==> src/rtl/nonogram_pkg.sv <==
// Shared definitions for the nonogram board stream: flag codes, encoder states, message type.
package nonogram_pkg;

   localparam logic [2:0] FLAG_START_BOARD = 3'b111;
   localparam logic [2:0] FLAG_END_BOARD   = 3'b000;
   localparam logic [2:0] FLAG_START_LINE  = 3'b110;
   localparam logic [2:0] FLAG_END_LINE    = 3'b001;
   localparam logic [2:0] FLAG_AND         = 3'b101;
   localparam logic [2:0] FLAG_OR          = 3'b010;

   typedef enum logic [2:0] {
      ST_IDLE,
      ST_HDR_N,
      ST_HDR_M,
      ST_LINE_START,
      ST_WAIT_OPT,
      ST_CELLS,
      ST_SEP,
      ST_BOARD_END
   } enc_state_t;

   typedef struct packed {
      logic [2:0] flag;
      logic [7:0] payload;
   } msg_t;

   // Flag byte on the wire: flag code in the top three bits.
   function automatic logic [7:0] flag_byte(input logic [2:0] flag);
      return {flag, 5'b0_0000};
   endfunction

endpackage

==> src/rtl/msg_tx.sv <==
// Serialises one msg_t into a flag byte then a payload byte over a valid/ready byte port.
// A new message is accepted in the same cycle the previous payload byte leaves, so back-to-back messages have no gap.
module msg_tx
   import nonogram_pkg::*;
(
   input  logic       clk,
   input  logic       rst,
   input  logic       msg_vld,
   output logic       msg_rdy,
   input  msg_t       msg,
   output logic [7:0] byte_out,
   output logic       byte_valid,
   input  logic       byte_ready,
   output logic       sent
);

   logic       phase;
   logic [7:0] payload_q;
   logic       byte_hs;

   assign byte_hs = byte_valid && byte_ready;
   assign msg_rdy = !byte_valid || (phase && byte_ready);
   assign sent    = byte_hs && phase;

   always_ff @(posedge clk) begin
      if (rst) begin
         byte_valid <= 1'b0;
         byte_out   <= 8'h00;
         payload_q  <= 8'h00;
         phase      <= 1'b0;
      end else if (msg_vld && msg_rdy) begin
         byte_valid <= 1'b1;
         byte_out   <= flag_byte(msg.flag);
         payload_q  <= msg.payload;
         phase      <= 1'b0;
      end else if (byte_hs) begin
         if (!phase) begin
            byte_out <= payload_q;
            phase    <= 1'b1;
         end else begin
            byte_valid <= 1'b0;
            phase      <= 1'b0;
         end
      end
   end

endmodule

==> src/rtl/board_encoder.sv <==
// Walks a nonogram board (headers, rows then columns, options, cells) and hands each message to msg_tx.
// One option bitmap is accepted per WAIT_OPT visit; the byte stream otherwise runs at one byte per cycle.
module board_encoder
   import nonogram_pkg::*;
#(
   parameter int MAX_ROWS = 11,
   parameter int MAX_COLS = 11,
   parameter int MAX_LEN  = 11
) (
   input  logic                          clk,
   input  logic                          rst,
   input  logic                          start,
   input  logic [$clog2(MAX_COLS)-1:0]   n_in,
   input  logic [$clog2(MAX_ROWS)-1:0]   m_in,
   input  logic                          opt_valid,
   output logic                          opt_ready,
   input  logic [MAX_LEN-1:0]            opt_bits,
   input  logic                          opt_last,
   output logic [7:0]                    byte_out,
   output logic                          byte_valid,
   input  logic                          byte_ready,
   output logic                          busy,
   output logic                          done
);

   localparam int NW = $clog2(MAX_COLS);
   localparam int MW = $clog2(MAX_ROWS);
   localparam int LW = $clog2(MAX_ROWS + MAX_COLS + 1);

   enc_state_t         state;
   logic [NW-1:0]      n_q;
   logic [MW-1:0]      m_q;
   logic [LW-1:0]      line_idx;
   logic [3:0]         cell_idx;
   logic [MAX_LEN-1:0] bits_q;
   logic               last_q;
   logic               end_sent;

   msg_t msg;
   logic msg_vld;
   logic msg_rdy;
   logic msg_hs;
   logic sent;

   logic [4:0] line_len;
   logic       zero_dim;
   logic       last_cell;
   logic       last_line;

   // Rows (lines 0..m-1) hold n cells, columns hold m cells.
   assign line_len  = (line_idx < LW'(m_q)) ? 5'(n_q) : 5'(m_q);
   assign zero_dim  = (n_q == '0) || (m_q == '0);
   assign last_cell = ({1'b0, cell_idx} == (line_len - 5'd1));
   assign last_line = (line_idx == (LW'(m_q) + LW'(n_q) - LW'(1)));

   assign opt_ready = (state == ST_WAIT_OPT) && !byte_valid;
   assign msg_hs    = msg_vld && msg_rdy;

   // The first AND is offered straight from opt_bits so it loads on the accept edge.
   always_comb begin
      msg_vld     = 1'b0;
      msg.flag    = FLAG_END_BOARD;
      msg.payload = 8'h00;
      case (state)
         ST_HDR_N: begin
            msg_vld     = 1'b1;
            msg.flag    = FLAG_START_BOARD;
            msg.payload = {2'b00, 5'(n_q), 1'b0};
         end
         ST_HDR_M: begin
            msg_vld     = 1'b1;
            msg.flag    = FLAG_START_BOARD;
            msg.payload = {2'b00, 5'(m_q), 1'b0};
         end
         ST_LINE_START: begin
            msg_vld  = 1'b1;
            msg.flag = FLAG_START_LINE;
         end
         ST_WAIT_OPT: begin
            msg_vld     = opt_valid && opt_ready;
            msg.flag    = FLAG_AND;
            msg.payload = {3'b000, 4'd0, opt_bits[0]};
         end
         ST_CELLS: begin
            msg_vld     = 1'b1;
            msg.flag    = FLAG_AND;
            msg.payload = {3'b000, cell_idx, bits_q[cell_idx]};
         end
         ST_SEP: begin
            msg_vld  = 1'b1;
            msg.flag = last_q ? FLAG_END_LINE : FLAG_OR;
         end
         ST_BOARD_END: begin
            msg_vld  = !end_sent;
            msg.flag = FLAG_END_BOARD;
         end
         default: ;
      endcase
   end

   always_ff @(posedge clk) begin
      if (rst) begin
         state    <= ST_IDLE;
         n_q      <= '0;
         m_q      <= '0;
         line_idx <= '0;
         cell_idx <= 4'd0;
         bits_q   <= '0;
         last_q   <= 1'b0;
         end_sent <= 1'b0;
         busy     <= 1'b0;
         done     <= 1'b0;
      end else begin
         done <= 1'b0;
         case (state)
            ST_IDLE: begin
               if (start) begin
                  n_q      <= n_in;
                  m_q      <= m_in;
                  line_idx <= '0;
                  cell_idx <= 4'd0;
                  end_sent <= 1'b0;
                  busy     <= 1'b1;
                  state    <= ST_HDR_N;
               end
            end
            ST_HDR_N: begin
               if (msg_hs) state <= ST_HDR_M;
            end
            ST_HDR_M: begin
               if (msg_hs) state <= zero_dim ? ST_BOARD_END : ST_LINE_START;
            end
            ST_LINE_START: begin
               if (msg_hs) state <= ST_WAIT_OPT;
            end
            ST_WAIT_OPT: begin
               if (msg_hs) begin
                  bits_q   <= opt_bits;
                  last_q   <= opt_last;
                  cell_idx <= 4'd1;
                  state    <= (line_len == 5'd1) ? ST_SEP : ST_CELLS;
               end
            end
            ST_CELLS: begin
               if (msg_hs) begin
                  if (last_cell) state <= ST_SEP;
                  else cell_idx <= cell_idx + 4'd1;
               end
            end
            ST_SEP: begin
               if (msg_hs) begin
                  if (!last_q) begin
                     state <= ST_WAIT_OPT;
                  end else if (last_line) begin
                     state <= ST_BOARD_END;
                  end else begin
                     line_idx <= line_idx + LW'(1);
                     state    <= ST_LINE_START;
                  end
               end
            end
            ST_BOARD_END: begin
               if (msg_hs) end_sent <= 1'b1;
               // sent only counts once END_BOARD is the message in flight
               if (end_sent && sent) begin
                  busy  <= 1'b0;
                  done  <= 1'b1;
                  state <= ST_IDLE;
               end
            end
            default: state <= ST_IDLE;
         endcase
      end
   end

   msg_tx u_msg_tx (
      .clk        (clk),
      .rst        (rst),
      .msg_vld    (msg_vld),
      .msg_rdy    (msg_rdy),
      .msg        (msg),
      .byte_out   (byte_out),
      .byte_valid (byte_valid),
      .byte_ready (byte_ready),
      .sent       (sent)
   );

endmodule

==> config.mk <==
export PLATFORM = sky130hd
export DESIGN_NAME = board_encoder
export DESIGN_NICKNAME = d
export VERILOG_FILES = /design/src/rtl/nonogram_pkg.sv /design/src/rtl/msg_tx.sv /design/src/rtl/board_encoder.sv
export SDC_FILE = /design/constraint.sdc
export NUM_CORES = 1
export LEC_CHECK = 0
export CAP_MARGIN = 20
export CORE_ASPECT_RATIO = 0.7
export CORE_MARGIN = 2
export CORE_UTILIZATION = 45
export DETAILED_ROUTE_END_ITERATION = 7
export GPL_TIMING_DRIVEN = 0
export PLACE_DENSITY = 0.71
export SETUP_SLACK_MARGIN = 0.15
export SYNTH_ARGS = -nofsm -noshare
export SYNTH_HDL_FRONTEND = slang
export SYNTH_SLANG_ARGS = --single-unit
==> constraint.sdc <==
create_clock -name clk -period 4 [get_ports clk]
set_input_delay 0.6 -clock clk [delete_from_list [all_inputs] [get_ports clk]]
set_output_delay 0.6 -clock clk [all_outputs]
set_load 0.05 [all_outputs]
==> impl_results.md, run 1 <==
* Largest cells by area after synthesis: dfxtp_1 (34%), nand2_1 (6.0%), ha_1 (6.0%), mux2i_1 (5.1%), nor2_1 (5.1%)
* Commonest cells post-synth: dfxtp_1 (50), nand2_1 (47), nor2_1 (40)
* GRT Resource Usage Total at 0.207
* CP Launch Type: flip-flop
* Die footprint at 7200 sq um
* Die Y at just over 70 um
* Yosys cell types at 55
* Ports at 37
* Initial Util at 0.468
* DRC Markers at 0
* Post-synth top flop: dfxtp_1
* Post-cts sizing count at 0
* Vias per cell at 5.62
* Initial DRC count at 184
* Max Slew Vio Count at 0
* Root Buffer: clkbuf_8
* CTS sink count at 50
* Ant. Diodes at 0
* Clock buffer depth at 2
* # setup viols final at 0
* PwrDens at roughly 590 nW/um^2
* Mean Syn Cell Area at ~8 sq um
* WL final at 7220 um
* Synthesized flop and latch total at 50
* Max FO, Critical Path at 6
* Yosys top cell by area: dfxtp_1
* Status: finished, final reports clean
* Drt first pass iters at 5
* Dpl ws at 0.816 ns
* Fin Clk Skew at 0.00458 ns
* Max-cap violations at 0
* Arrival time worst endpoint at 3.44 ns
* RSZ-0062 raised after global routing: no
* Leak at 1.26 nW
* Crit path capture type: flip-flop
* GPL Wtd Cong at 0.891
* Post-Syn Area at 2940 sq um
* Most frequent cell after synthesis: dfxtp_1
* Hold Vio Cnt, Final at 0
* Max-slew headroom at 0.569
* Crit path setup slack, layout at 0.729 ns
* Drt wl/cell at 15.0 um
* Slew @ Worst Pin at roughly 0.65 ns
* F_max at about 0.31 GHz
* Critical Path Source: m_q[3]$_SDFFE_PP0P_
* Critical path required time at around 4.2 ns
* Fraction of layout cells with a size suffix above 1 at 0.0620
* Die width at 101 um
* Synth async-reset ratio at 0
* Initial antenna violation count at 0
* Detail Route Antenna Nets at 0
* Clock slew at reported path FFs at 0.09 ns
* Hpwl dp at 5600 um
* Synth Warn # at 0
* Minimum clock period at 3.27 ns
* Setup_tns at 0 ns
* Period utilization at 0.818
* Synth Net Count at ~400
* Worst min path class: flip-flop to flip-flop
* Worst skew pair latency at 0.31 ns
* Peak supply drop at 239 uV
* IO buf count at 36
* EDFF count, synth at 0
* Core utilization of the finished layout at 0.559
* Vias in the first global route at 2,329
* Area delta synth->final at 19.4%
* RR Startpoint: m_q[3]$_SDFFE_PP0P_
* Gate Count Post-Synth at 359
* Num CTS Buffers at 5
* Critical path class: flip-flop to flip-flop
* Global-route wire length before repair at 11,600 um
* NumNets Final at about 440
* Post CTS Setup Buffer Count at 0
* Hold_sp: u_msg_tx.byte_out[3]$_SDFFE_PP0P_
* # H-tree levels at 2
* # rows at 24
* Core Footprint at 6280 sq um
* Largest net degree at the start of global routing at 17
* Vias at 2,705
* Synth top area share at 0.341
* CTS tree: yes
* Register area share after synthesis at 0.341
* CTS Hold Bufs at 0
* Total congestion overflow at 0
-- layout make-up --
class / instances / area, sq um
Fill cell: 589 / 2770
Multi-Input combinational cell: 275 / 1800
Sequential cell: 50 / 1000
Timing Repair Buffer: 36 / 360
Tap cell: 78 / 97.6
Buffer: 16 / 70.1
Clock buffer: 5 / 68.8
Inverter: 18 / 67.6
Clock inverter: 3 / 43.8
-- layout by cell type, fill, tap and decap left out, drive strengths merged, types with 3 or more instances in the layout --
| cell type | count |
|---|---|
| dfxtp | 50 |
| nand2 | 47 |
| nor2 | 41 |
| clkdlybuf4s50 | 36 |
| a21oi | 29 |
| inv | 19 |
| clkbuf | 17 |
| o21ai | 16 |
| mux2i | 15 |
| ha | 14 |
| nand2b | 9 |
| xnor2 | 8 |
| nand3b | 8 |
| nor3 | 7 |
| a22oi | 6 |
| o211ai | 6 |
| xor2 | 6 |
| and3 | 5 |
| nor2b | 4 |
| nand3 | 4 |
| or3 | 4 |
| buf | 4 |
| or2 | 3 |
| nand4 | 3 |
| a311oi | 3 |
| o221ai | 3 |
| a211oi | 3 |
-- cells by family (layout without fill, tap and decap cells) --
| group | Yosys count | in the layout | synth area share |
|---|---|---|---|
| simple gates | 145 | 145 | 0.246 |
| compound gates | 83 | 83 | 0.188 |
| flops | 50 | 50 | 0.341 |
| buf+inv | 34 | 78 | 0.0468 |
| mux | 18 | 18 | 0.0703 |
| fa+ha+maj | 15 | 15 | 0.0664 |
| xor+xnor | 14 | 14 | 0.0417 |
-- state kept, by name, summed over array words and instances (netlist names) --
signal	cells
bits_q	11
busy	1
cell_idx	4
done	1
end_sent	1
last_q	1
line_idx	5
m_q	4
n_q	4
state	3
u_msg_tx.byte_out	8
u_msg_tx.byte_valid	1
u_msg_tx.payload_q	5
u_msg_tx.phase	1
-- layer usage --
layer | global-route usage | routed length [um]
met5 | 0 | 0
met4 | 0.0548 | 63
met2 | 0.278 | 2920
met1 | 0.336 | 3720
met3 | 0.0332 | 520
-- report_power, final --
group,total [mW],internal [mW],switching [mW]
clock network,0.361,0.188,0.174
registers,0.651,0.570,0.0809
logic,1.06,0.426,0.631
total,2.07,1.18,0.885
-- worst paths after layout --
path,endpoint,slack (ns),cells past startpoint
max,state[0]$_SDFFE_PP0P_,0.73,13
min reg2reg,u_msg_tx.byte_out[3]$_SDFFE_PP0P_,0.46,2
max reg2reg,state[0]$_SDFFE_PP0P_,0.73,13
min,u_msg_tx.byte_out[3]$_SDFFE_PP0P_,0.46,2
-- stage by stage --
stage | instance area [sq um] | total power [mW] | hold slack [ns] | instances
floorplan | 2940 | 1.44 | 0.427 | 359
global placement | 3400 | 1.68 | 0.446 | 473
detailed placement | 3400 | 1.70 | 0.450 | 473
CTS | 3510 | 2.07 | 0.464 | 481
global route | 3510 | 2.22 | 0.480 | 481
finish | 3510 | 2.07 | 0.462 | 481
-- worst max-delay path, cell delays in order, from the launching register on --
cell,delay (ns)
dfxtp_1,0.42
inv_1,0.13
ha_1,0.23
nor4_1,0.40
o21ai_1,0.22
nand2_1,0.22
nor2_1,0.07
a21oi_1,0.20
ha_1,0.24
xor2_1,0.09
and3_1,0.18
or4_1,0.47
o221ai_1,0.18
a21oi_1,0.09
(Power assumes the default switching activity.)
==> run 2, diff against run 1 <==
Settings changed: PLACE_DENSITY 0.71 to 0.74.
Clock period 4 ns to 2.8 ns, I/O delays scaled along.
==> run 2 against run 1 <==
  * Combinational power is 89% higher
  * Clock skew hardly changed
  * Worst hold slack worse by 0.0061 ns
  * Via count is 7.5% higher
  * Non-clock buffer count is 21 higher
  * Clock-buffer cell count stayed put
  * Clock power is 22% higher
  * Routed wire length is 14% higher
  * Register-to-register slack worse by 0.66 ns
  * Total power is 63% higher
  * Critical endpoint is now cell_idx[2]$_SDFFE_PP0P_
  * Largest power group unchanged
  * Highest routed layer unchanged
==> impl_results.md, run 2 (synthesized netlist as in run 1, its figures left out) <==
* Status: finished, final reports clean
* Hold Vio Cnt, Final at 0
* Leak at 1.40 nW
* Area delta synth->final at 33.7%
* GPL Wtd Cong at slightly above 0.9
* Core utilization of the finished layout at 0.626
* Initial Util at 0.468
* Hpwl dp at approximately 5700 um
* Max FFs per register at 11
* Ant. Diodes at 0
* DRC Markers at 0
* CP delay by family, top: compound AO/OA/AOI/OAI gates
* Buf+Inv Stages, Crit Path at 1
* Root Buffer: clkbuf_8
* RR Startpoint: line_idx[1]$_SDFFE_PP0P_
* Total congestion overflow at 0
* Path depth of the worst reg2reg path at 13
* Minimum clock period at 2.73 ns
* Cell Chain, Critical Path: ha_4, nor4_4, o21ai_2, nand2_2, nor2_1, a21oi_2, ha_4, xnor2_2, a311oi_2, and3_4, buf_4, a21oi_1, o32ai_1
* Largest net degree at the start of global routing at 17
* Initial DRC count at around 230
* Die Y at 71.6 um
* Setup_tns at 0 ns
* Initial antenna violation count at 0
* Vias per cell at 5.79
* Vias in the first global route at 2,674
* Fraction of layout cells with a size suffix above 1 at 0.226
* Die footprint at 7200 sq um
* Hold Path Depth at 2
* CTS tree: yes
* # setup viols final at 0
* CTS Hold Bufs at 0
* RSZ-0062 raised after global routing: yes
* Ports at 37
* WL final at 8200 um
* Most used cell, CP: ha_4
* Vias at 2,907
* Num CTS Buffers at 5
* Worst path max stage delay at 0.39 ns
* Global-route wire length before repair at 13,000 um
* Slew @ Worst Pin at 0.673 ns
* Fin Clk Skew at 0.00490 ns
* Drt wl/cell at between 15 and 20 um
* Crit path setup slack, layout at 0.0716 ns
* Detail Route Antenna Nets at 0
* Worst r2r dst: cell_idx[2]$_SDFFE_PP0P_
* CP Launch Type: flip-flop
* Clock slew at reported path FFs at 0.10 ns
* Die width at 101 um
* Flop2flop setup slack at 0.07 ns
* Commonest non-fill, non-tap cell in the layout: nand2_1
* Max-cap violations at 0
* Max FO, Critical Path at 5
* NumNets Final at 463
* Slowest-stage cell, CP: dfxtp_1
* IO buf count at 36
* Critical path class: flip-flop to flip-flop
* WHS Endpoint: busy$_SDFFE_PP0P_
* Largest regs: bits_q: 11 flops, u_msg_tx.byte_out: 8 flops
* Clock buffer depth at 2
* PwrDens at 859 nW/um^2
* # H-tree levels at 2
* Critical path required time at 3.02 ns
* Core Footprint at 6280 sq um
* Crit path capture type: flip-flop
* CTS sink count at 50
* Hold_sp: busy$_SDFFE_PP0P_
* Drt first pass iters at 5
* # rows at 24
* Max-slew headroom at 0.550
* Worst min path class: flip-flop to flip-flop
* Max Slew Vio Count at 0
* Most frequent cells in the layout: nand2_1 (46), dfxtp_1 (41), nor2_1 (39), clkdlybuf4s50_1 (36), a21oi_1 (25)
* Arrival time worst endpoint at slightly below 3 ns
* Worst skew pair latency at about 0.31 ns
* F_max at 0.367 GHz
* Period utilization at 0.974
* Dpl ws at -0.200 ns
* Peak supply drop at 435 uV
* GRT Resource Usage Total at 0.228
* Most flop-heavy register: bits_q
==> run 2: cell types whose count changed in the layout (fill, tap and decap cells not counted), moves of 4 or more <==
cell and delta:
buf_4 +19, dfxtp_1 -9, ha_1 -8, inv_1 -8, ha_4 +6, inv_2 +6, dfxtp_4 +5, a21oi_1 -4
dfxtp_2 +4
==> run 2: area by class of cell <==
type	instances	area [sq um]
Clock inverter	3	21.3
Inverter	18	72.6
Tap cell	78	97.6
Clock buffer	5	68.8
Multi-Input combinational cell	275	2050
Buffer	16	70.1
Sequential cell	50	1020
Timing Repair Buffer	57	526
Fill cell	541	2350
==> run 2: per-layer routing <==
layer / track usage / share of wire
met1: 0.343 / 0.49
met2: 0.339 / 0.43
met3: 0.0429 / 0.068
met4: 0.0533 / 0.013
met5: 0 / 0
==> run 2: tightest hold or removal path, cell delays in order, from the launching register on <==
cell	delay (ns)
dfxtp_1	0.32
nand2_1	0.05
a21oi_1	0.05
==> run 2: power by group <==
part           switching, mW  internal (mW)
clock                  0.264          0.176
sequential             0.108          0.821
combinational           1.13          0.875
total                   1.50           1.87
==> run 2: worst max path at each step <==
stage,start,to,slack [ns],cells after the start
floorplan,n_q[1]$_SDFFE_PP0P_,line_idx[4]$_SDFFE_PP0P_,0.14,13
global placement,m_q[2]$_SDFFE_PP0P_,cell_idx[0]$_SDFFE_PP0P_,-0.16,13
detailed placement,m_q[2]$_SDFFE_PP0P_,cell_idx[0]$_SDFFE_PP0P_,-0.20,13
CTS,m_q[3]$_SDFFE_PP0P_,cell_idx[0]$_SDFFE_PP0P_,0.13,13
global route,line_idx[1]$_SDFFE_PP0P_,cell_idx[2]$_SDFFE_PP0P_,-0.06,13
finish,line_idx[1]$_SDFFE_PP0P_,cell_idx[2]$_SDFFE_PP0P_,0.07,13
==> run 2: repair_timing <==
| item | 4_1_cts | 5_1_grt |
|---|---|---|
| pin swaps | 12 | 17 |
| gates resized for setup | 31 | 30 |
| setup buffers | 15 | 6 |
| endpoints found under the setup margin | 12 | 21 |
==> run 2: per-stage QoR <==
step / hold slack, ns / std cells / instance area, sq um / total power [mW]
floorplan: 0.427 / 359 / 2970 / 2.09
global placement: 0.445 / 473 / 3430 / 2.43
detailed placement: 0.447 / 473 / 3430 / 2.47
CTS: 0.461 / 496 / 3740 / 3.08
global route: 0.478 / 502 / 3930 / 3.58
finish: 0.456 / 502 / 3930 / 3.37
